`src/rtl/uart_rx_frame_ctrl.sv`:
```
// uart_rx_frame_ctrl: oversampled, majority-voted UART RX frame controller.
// Define UART_RX_PARITY_EN to compile in the parity bit and par_err.
module uart_rx_frame_ctrl #(
    parameter int OVERSAMPLE = 8
) (
    input  logic clk,
    input  logic rst_n,
    input  logic rx_in,
    input  logic par_en,
    input  logic par_typ,
    output logic sampled_bit,
    output logic deser_en,
    output logic data_valid,
    output logic par_err,
    output logic stp_err
);

    localparam int EW = $clog2(OVERSAMPLE);
    localparam int H  = OVERSAMPLE / 2;

    localparam logic [EW-1:0] E_LAST = EW'(OVERSAMPLE - 1);
    localparam logic [EW-1:0] E_S0   = EW'(H - 1);
    localparam logic [EW-1:0] E_S1   = EW'(H);
    localparam logic [EW-1:0] E_S2   = EW'(H + 1);
    localparam logic [EW-1:0] E_MID  = EW'(H + 2);

    if (OVERSAMPLE != 8 && OVERSAMPLE != 16 &&
        OVERSAMPLE != 32) begin : g_bad_os
        $error("OVERSAMPLE must be 8, 16 or 32");
    end

    typedef enum logic [2:0] {
        IDLE,
        START,
        DATA,
        PARITY,
        STOP
    } state_t;

    state_t          state;
    state_t          state_nx;
    logic [EW-1:0]   edge_cnt;
    logic [EW-1:0]   edge_cnt_nx;
    logic [3:0]      bit_cnt;
    logic [3:0]      bit_cnt_nx;
    logic            smp0;
    logic            smp1;
    logic            edge_last;
    logic            edge_mid;
    logic            start_det;
    logic            dv_nx;
    logic            se_nx;
    logic            par_on;
    logic            par_flag;

    assign edge_last = (edge_cnt == E_LAST);
    assign edge_mid  = (edge_cnt == E_MID);

    // Three samples around mid-bit; the vote lands at edge H+2.
    always_ff @(posedge clk or negedge rst_n) begin
        if (!rst_n) begin
            smp0        <= 1'b0;
            smp1        <= 1'b0;
            sampled_bit <= 1'b0;
        end else if (state != IDLE) begin
            if (edge_cnt == E_S0)
                smp0 <= rx_in;
            if (edge_cnt == E_S1)
                smp1 <= rx_in;
            if (edge_cnt == E_S2)
                sampled_bit <= (smp0 & smp1) |
                               (smp0 & rx_in) |
                               (smp1 & rx_in);
        end
    end

    always_ff @(posedge clk or negedge rst_n) begin
        if (!rst_n) begin
            state      <= IDLE;
            edge_cnt   <= '0;
            bit_cnt    <= '0;
            data_valid <= 1'b0;
            stp_err    <= 1'b0;
        end else begin
            state      <= state_nx;
            edge_cnt   <= edge_cnt_nx;
            bit_cnt    <= bit_cnt_nx;
            data_valid <= dv_nx;
            stp_err    <= se_nx;
        end
    end

    always_comb begin
        state_nx    = state;
        edge_cnt_nx = edge_cnt + 1'b1;
        bit_cnt_nx  = bit_cnt;
        deser_en    = 1'b0;
        dv_nx       = 1'b0;
        se_nx       = 1'b0;
        start_det   = 1'b0;
        if (edge_last)
            bit_cnt_nx = bit_cnt + 1'b1;
        unique case (state)
            IDLE: begin
                edge_cnt_nx = '0;
                bit_cnt_nx  = '0;
                if (!rx_in) begin
                    state_nx    = START;
                    edge_cnt_nx = EW'(1);
                    start_det   = 1'b1;
                end
            end
            START: begin
                if (edge_last) begin
                    if (sampled_bit) begin
                        state_nx   = IDLE;
                        bit_cnt_nx = '0;
                    end else begin
                        state_nx = DATA;
                    end
                end
            end
            DATA: begin
                deser_en = edge_mid;
                if (edge_last && bit_cnt == 4'd8)
                    state_nx = par_on ? PARITY : STOP;
            end
            PARITY: begin
                if (edge_last)
                    state_nx = STOP;
            end
            STOP: begin
                if (edge_last) begin
                    state_nx   = IDLE;
                    bit_cnt_nx = '0;
                    se_nx      = ~sampled_bit;
                    dv_nx      = sampled_bit & ~par_flag;
                end
            end
            default: begin
                state_nx    = IDLE;
                edge_cnt_nx = '0;
                bit_cnt_nx  = '0;
            end
        endcase
    end

`ifdef UART_RX_PARITY_EN
    logic par_en_q;
    logic par_typ_q;
    logic par_acc;
    logic par_bad;

    assign par_on  = par_en_q;
    assign par_bad = sampled_bit ^ par_acc ^ par_typ_q;

    // Frame config is frozen at start detection.
    always_ff @(posedge clk or negedge rst_n) begin
        if (!rst_n) begin
            par_en_q  <= 1'b0;
            par_typ_q <= 1'b0;
            par_acc   <= 1'b0;
            par_flag  <= 1'b0;
            par_err   <= 1'b0;
        end else begin
            par_err <= 1'b0;
            if (start_det) begin
                par_en_q  <= par_en;
                par_typ_q <= par_typ;
                par_acc   <= 1'b0;
                par_flag  <= 1'b0;
            end
            if (deser_en)
                par_acc <= par_acc ^ sampled_bit;
            if (state == PARITY && edge_mid && par_bad) begin
                par_flag <= 1'b1;
                par_err  <= 1'b1;
            end
        end
    end
`else
    logic unused_cfg;

    assign par_on     = 1'b0;
    assign par_flag   = 1'b0;
    assign par_err    = 1'b0;
    assign unused_cfg = ^{par_en, par_typ, start_det};
`endif

endmodule

```
`config.mk`:
```
export PLATFORM = sky130hd
export DESIGN_NAME = uart_rx_frame_ctrl
export DESIGN_NICKNAME = d
export VERILOG_FILES = /design/src/rtl/uart_rx_frame_ctrl.sv
export SDC_FILE = /design/constraint.sdc
export NUM_CORES = 1
export LEC_CHECK = 0
export BUFFER_PORTS_ARGS = -buffer_cell sky130_fd_sc_hd__buf_2
export CORE_MARGIN = 1
export CORE_UTILIZATION = 45
export DETAILED_ROUTE_END_ITERATION = 6
export PLACE_DENSITY_LB_ADDON = 0.2
export SLEW_MARGIN = 20
export SYNTH_ARGS = -nofsm -noshare
export SYNTH_HDL_FRONTEND = slang
export SYNTH_SLANG_ARGS = --single-unit
```
`constraint.sdc`:
```
create_clock -name clk -period 1.9 [get_ports clk]
set_clock_uncertainty 0.1 [all_clocks]
set_input_delay 0.38 -clock clk [delete_from_list [all_inputs] [get_ports clk]]
set_output_delay 0.38 -clock clk [all_outputs]
set_load 0.1 [all_outputs]
```
==> results.md, run 1 <==
* Status: finished clean
* Yosys top cell area share at 38.27%
* Post-synthesis instance total at 95
* Seq cells post-synth at 15
* GRT Total Usage at 17.37%
* Yosys top cell by area: dfrtp_1
* # IOs at 10
* Bufs and invs on worst path at 3
* Initial core utilization at 49.00%
* First-pass GRT wire length at 3160 um
* Vias per cell at 5.336
* CTS tree: yes
* Vias in the first global route at 724
* Pre-CTS setup slack at 0.08841 ns
* GP Congestion at 0.7678
* DP HPWL at 1364 um
* Filler cell count at 181
* Core area at 2002 um^2
* Worst skew pair latency at 0.28 ns
* Critical Setup Path Class: flop to output port
* Largest net degree at the start of global routing at 16
* Final Hold Vio Count at 0
* Max VDD drop at 0.7811 mV
* Minimum clock period at 1.890 ns
* Seq/Total Area, Yosys at 38.27%
* CP Launch Point: edge_cnt[0]$_DFF_PN0_
* GRT overflow at 0
* Critical Path Source Type: flop
* Final worst path period share at 99.48%
* Reg clk slew, reported paths at 0.09 ns
* R2R cell count at 6
* Final-stage net count at 126
* Synth Area in Compound Gates at 14.80%
* Via count at 731
* Ys flop type: dfrtp_1
* Crit-path cells: buf_6 -> inv_4 -> ha_4 -> nand2_4 -> nor3_4 -> buf_12
* Syn_nets at 110
* Avg Cell Area, Syn at 10.33 um^2
* Slowest-stage cell, CP: dfrtp_1
* Post-Route WL at 1840 um
* EDFF count, synth at 0
* Critical path data arrival time at 1.41 ns
* Layout area overhead at 20.66%
* CTS root buf: clkbuf_4
* Antenna violations before repair at 0
* Main combinational cell family by area after synthesis: simple AND/OR/NAND/NOR gates
* Drt wl/cell at 13.43 um
* Synth Cell Area at 980.9 um^2
* CTS Sinks at 15
* # H-tree levels at 1
* CP Depth at 6
* Max Freq at 529.1 MHz
* Setup ws final at 0.009958 ns
* Port Buffer Count at 6
* Endpoint class of the critical path: output port
* R2R Setup Slk at 0.07 ns
* Clock buffer depth at 2
* Antenna-violating nets left at 0
* Horiz. Die Dim at 48.69 um
* Die footprint at 2371 um^2
* Reg-to-reg endpoint: bit_cnt[3]$_DFF_PN0_
* P_leak at 0.5479 nW
* Pwr Total at 0.001622 W
* # rows at 16
* Xor-xnor portion of the synthesized cell area at 0%
* Worst path top cell family by delay: flip-flops
* Synth warn at 0
* Mux contribution to synthesized area at 5.612%
* Final Max Tran Viols at 0
* Synth Area in Adders at 13.78%
* # DRC at 0
* Worst Path Max Fanout at 2
* Yosys cell types at 38
* CP peak stage delay at 0.41 ns
* Critical path data required time at 1.42 ns
* RSZ-0062 raised after global routing: yes
* Num CTS Buffers at 3
* Area taken by flip-flops and latches at 375.4 um^2
* End of the critical path: deser_en
* Multi-input logic area at 580.6 um^2
* Diode count at 0
* Drt pass-1 iters at 4
* Die height at 48.69 um
* Hold Crit Class: input pin to flop
* Synth area leaders: dfrtp_1 (38%), ha_1 (13%), mux2_2 (4.6%)
* Worst r2r src: edge_cnt[0]$_DFF_PN0_
* Post-synthesis simple-gate area fraction at 18.88%
* Max-capacitance violation count at 0
* Starting DRT DRC Count at 9
* P per Cell Area at 1370 nW/um^2
* Setup violators final at 0
* Share of layout cells above drive strength 1 at 36.36%
* Fraction of registers with async set/reset at 100.0%
[cells by family (layout without fill, tap and decap cells)]
group / after synthesis / after routing
other: 1 / 1
buffers and inverters: 14 / 29
AND/OR/NAND/NOR: 30 / 30
AO/OA/AOI/OAI: 19 / 19
multiplexers: 5 / 5
adder cells (fa/ha/maj): 11 / 11
flip-flops: 15 / 15
[area by class of cell]
cell class,instances,area share [%]
clock inverters,1,0.4228
flip-flops and latches,15,31.71
inverters,8,2.748
well taps,27,2.854
clock buffers,3,1.903
multi-input cells,66,49.05
repair buffers,17,11.31
[power by group]
| part | total [W] | switching [W] | internal (W) |
|---|---|---|---|
| clock network | 0.000182 | 0.000104 | 0.0000779 |
| registers | 0.000550 | 0.000125 | 0.000425 |
| logic | 0.000890 | 0.000477 | 0.000414 |
| total | 0.00162 | 0.000705 | 0.000917 |
[synthesized netlist by cell type (all sizes together) (3+ instances only)]
library cell / instances
nand3: 4
inv: 8
buf: 4
ha: 10
nand2: 4
nor2: 7
mux2: 4
o21ai: 4
a21oi: 3
dfrtp: 15
[flip-flops by register name, indices dropped and copies added, names as in the netlist]
| signal | cells |
|---|---|
| smp0 | 1 |
| sampled_bit | 1 |
| edge_cnt | 3 |
| state | 3 |
| bit_cnt | 4 |
| smp1 | 1 |
| stp_err | 1 |
| data_valid | 1 |
[timing repair]
item / in CTS / in global routing
hold buffers: 1 / 0
pin swaps: 1 / 3
resized for setup: 8 / 4
setup endpoints to repair: 1 / 6
hold endpoints to repair: 15 / 0
setup buffers: 3 / 0
[per-layer routing]
metal / part of all wire, % / vias to the layer above / GRT usage, % / routed length [um]
met3: 2.0 / 2 / 2.830 / 37
li1: - / 367 / - / -
met1: 47 / 355 / 21.76 / 860
met4: 0.76 / 0 / 4.412 / 14
met5: 0 / - / 0 / 0
met2: 50 / 7 / 30.79 / 927
[worst min-delay path by stage]
stage	slack, ns	depth (start not counted)	end	start
after CTS	0.30	2	smp1$_DFFE_PN0P_	rx_in
after floorplan	-0.02	0	bit_cnt[0]$_DFF_PN0_	rst_n
after global placement	0.21	1	bit_cnt[3]$_DFF_PN0_	rst_n
after detailed placement	0.21	1	state[2]$_DFFE_PN0P_	rst_n
final	0.30	2	smp0$_DFFE_PN0P_	rx_in
after global routing	0.29	2	smp1$_DFFE_PN0P_	rx_in
[per-stage QoR]
step / hold WS, ns / instance area (um^2) / util (%) / setup TNS (ns) / std cells
after detailed placement: 0.2060 / 1075 / 53.69 / 0 / 129
after global placement: 0.2098 / 1075 / 53.69 / 0 / 129
final: 0.3034 / 1184 / 59.13 / 0 / 137
after CTS: 0.3005 / 1164 / 58.13 / -0.08603 / 137
after floorplan: -0.01559 / 998.5 / - / -0.1200 / 95
after global routing: 0.2938 / 1184 / 59.13 / -0.04522 / 137
[placed cells by master (no fill, tap or decap), types with 2 or more instances in the layout]
master and n:
o21ai_0 4, ha_4 2, a21oi_1 3, nand2_1 3, ha_1 6, a211oi_1 2, nor2_1 6, nand4_1 2
nor2b_1 2, ha_2 2, buf_4 9, nand3b_1 2, dfrtp_1 15, a21bo_2 2, mux2_2 4, nand3_1 4
buf_2 5, clkbuf_4 3, inv_1 7
[worst reg2reg max path: cells and delay by family, from the launching register on]
family	cells	cell delay, ns
compound gates	3	0.70
fa+ha+maj	2	0.42
buf+inv	1	0.14
flops	1	0.41
Note: power is estimated with default switching activity, not from simulation.
==> inputs of run 2 (changes only) <==
--- a/config.mk
+++ b/config.mk
@@ -10,6 +10,7 @@
 export CORE_UTILIZATION = 45
 export DETAILED_ROUTE_END_ITERATION = 6
 export PLACE_DENSITY_LB_ADDON = 0.2
+export SETUP_SLACK_MARGIN = 0.3
 export SLEW_MARGIN = 20
 export SYNTH_ARGS = -nofsm -noshare
 export SYNTH_HDL_FRONTEND = slang
==> results.md, run 2 (synthesis results as in run 1) <==
* Status: complete, but fails checks
* Failing checks: negative setup slack
* CTS root buf: clkbuf_4
* Dpl cells at 127 (-1.6%)
* Critical path data required time at 1.42 ns (about the same)
* Max VDD drop at 0.9867 mV (+26%)
* Crit-path cells: inv_2 -> ha_4 -> nand2_4 -> nor3_4 -> buf_12
* Largest register FFs at 4 (unchanged)
* Die footprint at 2371 um^2 (unchanged)
* Largest reg by FF count: bit_cnt
* Worst skew pair latency at 0.29 ns (about the same)
* GRT Total Usage at 19.57% (+2.2 points)
* Share of layout cells above drive strength 1 at 41.82% (+5.5 points)
* Most frequent cells in the layout: dfrtp_1 (14), buf_4 (11), inv_1 (6), nor2_1 (6), ha_1 (5)
* DP HPWL at 1312 um (-3.8%)
* Critical Path Source Type: flop
* Vias in the first global route at 735 (+1.5%)
* Clock buffer depth at 2 (unchanged)
* Pre-CTS setup slack at 0.1486 ns (+0.06016 ns)
* GRT overflow at 0 (unchanged)
* Horiz. Die Dim at 48.69 um (unchanged)
* Endpoint class of the critical path: output port
* Final Hold Vio Count at 0 (unchanged)
* P per Cell Area at 1388 nW/um^2 (+1.3%)
* Slowest-stage cell, CP: dfrtp_1
* Drt wl/cell at 14.39 um (+7.2%)
* Setup ws final at -0.007423 ns (-0.01738 ns)
* Drt pass-1 iters at 4 (unchanged)
* Setup violators final at 1 (+1)
* Die height at 48.69 um (unchanged)
* Most common cell after layout, fill and taps aside: dfrtp_1
* P_leak at 0.5538 nW (+1.1%)
* Post-Route WL at 1972 um (+7.2%)
* Post-route insts no fill at 137 (unchanged)
* Vias per cell at 5.401 (+1.2%)
* Antenna violations before repair at 0 (unchanged)
* # rows at 16 (unchanged)
* Num CTS Buffers at 3 (unchanged)
* Minimum clock period at 1.907 ns (+0.01738 ns)
* Final Max Tran Viols at 0 (unchanged)
* Final worst path period share at 100.4% (+0.91 points)
* Initial core utilization at 49.00% (unchanged)
* Max-capacitance violation count at 0 (unchanged)
* Worst Path Max Fanout at 3 (+1)
* GP Congestion at 0.7701 (+0.30%)
* Hold WS at 0.2878 ns (-0.01553 ns)
* Critical Setup Path Class: flop to output port
* Top Registers: bit_cnt x4, edge_cnt x3, state x3
* Pwr Total at 0.001711 W (+5.5%)
* Final-stage net count at 126 (unchanged)
* Fin util at 61.56% (+2.4 points)
* Max Freq at 524.3 MHz (-0.91%)
* Via count at 740 (+1.2%)
* Hold Crit Class: input pin to flop
* Port Buffer Count at 6 (unchanged)
* First-pass GRT wire length at 3463 um (+9.6%)
* Layout area overhead at 25.64%
* CTS tree: yes
* Largest net degree at the start of global routing at 16 (unchanged)
* # H-tree levels at 1 (unchanged)
* Critical path data arrival time at 1.43 ns (+0.02 ns)
* Antenna-violating nets left at 0 (unchanged)
* # IOs at 10 (unchanged)
* Bufs and invs on worst path at 2 (-1)
* # DRC at 0 (unchanged)
* Core area at 2002 um^2 (unchanged)
* Starting DRT DRC Count at 13 (+4)
* Worst path top cell family by delay: flip-flops
* RSZ-0062 raised after global routing: yes
* CP peak stage delay at 0.41 ns (about the same)
* CTS Sinks at 15 (unchanged)
* Reg clk slew, reported paths at 0.10 ns (about the same)
* Diode count at 0 (unchanged)
run 2: cell count changes in the layout (fill, tap and decap cells not counted), sizes merged:
| cell | change |
|---|---|
| clkbuf | +1 |
| clkinv | -1 |
run 2: where the power goes:
| part | switching [W] | internal (W) | leakage [nW] |
|---|---|---|---|
| combinational | 0.000505 | 0.000443 | 0.348 |
| clock | 0.000108 | 0.0000816 | 0.0150 |
| sequential | 0.000146 | 0.000427 | 0.190 |
| total | 0.000759 | 0.000952 | 0.554 |
run 2: worst paths after layout:
path / from / to / slack, ns / cells past startpoint
min in group asynchronous: rst_n / smp1$_DFFE_PN0P_ / 0.42 / 2
setup reg to reg: edge_cnt[0]$_DFF_PN0_ / bit_cnt[1]$_DFF_PN0_ / 0.08 / 6
hold / removal: rx_in / smp0$_DFFE_PN0P_ / 0.29 / 2
max in group asynchronous: rst_n / sampled_bit$_DFFE_PN0P_ / 0.99 / 2
setup / recovery: edge_cnt[0]$_DFF_PN0_ / deser_en / -0.007 / 5
hold reg to reg: smp0$_DFFE_PN0P_ / smp0$_DFFE_PN0P_ / 0.42 / 1
run 2: timing repair:
item | CTS | global route
hold buffers | 1 | 0
setup buffers | 2 | 3
setup endpoints to repair | 8 | 13
hold endpoints to repair | 15 | 0
gates resized for setup | 5 | 14
pin swaps | 2 | 3
run 2: cell type report:
class | count | area [um^2]
Fill cell | 166 | 769.5
Multi-Input combinational cell | 66 | 630.6
Sequential cell | 15 | 376.6
Timing Repair Buffer | 17 | 132.6
Tap cell | 27 | 33.78
Inverter | 8 | 32.53
Clock buffer | 4 | 26.28
run 2: worst reg2reg max path: cells and delay by family (launching register included):
family          cells  cell delay (ns)
compound gates      2             0.22
flops               1             0.41
fa+ha+maj           2             0.35
buf+inv             1             0.16
simple gates        1             0.53
run 2: metal layers:
metal	global-route usage, %	part of all wire (%)	up-vias
met2	31.02	49	9
met1	25.75	47	364
met3	5.975	3.0	2
met4	5.392	0.71	0
li1	-	-	365
met5	0	0	-
run 2: stage by stage:
step	setup TNS, ns	cell area, um^2
final	-0.007423	1232
after global routing	-0.06527	1232
after CTS	0	1157
after detailed placement	0	1086
after global placement	0	1086
after floorplan	-0.1200	1025
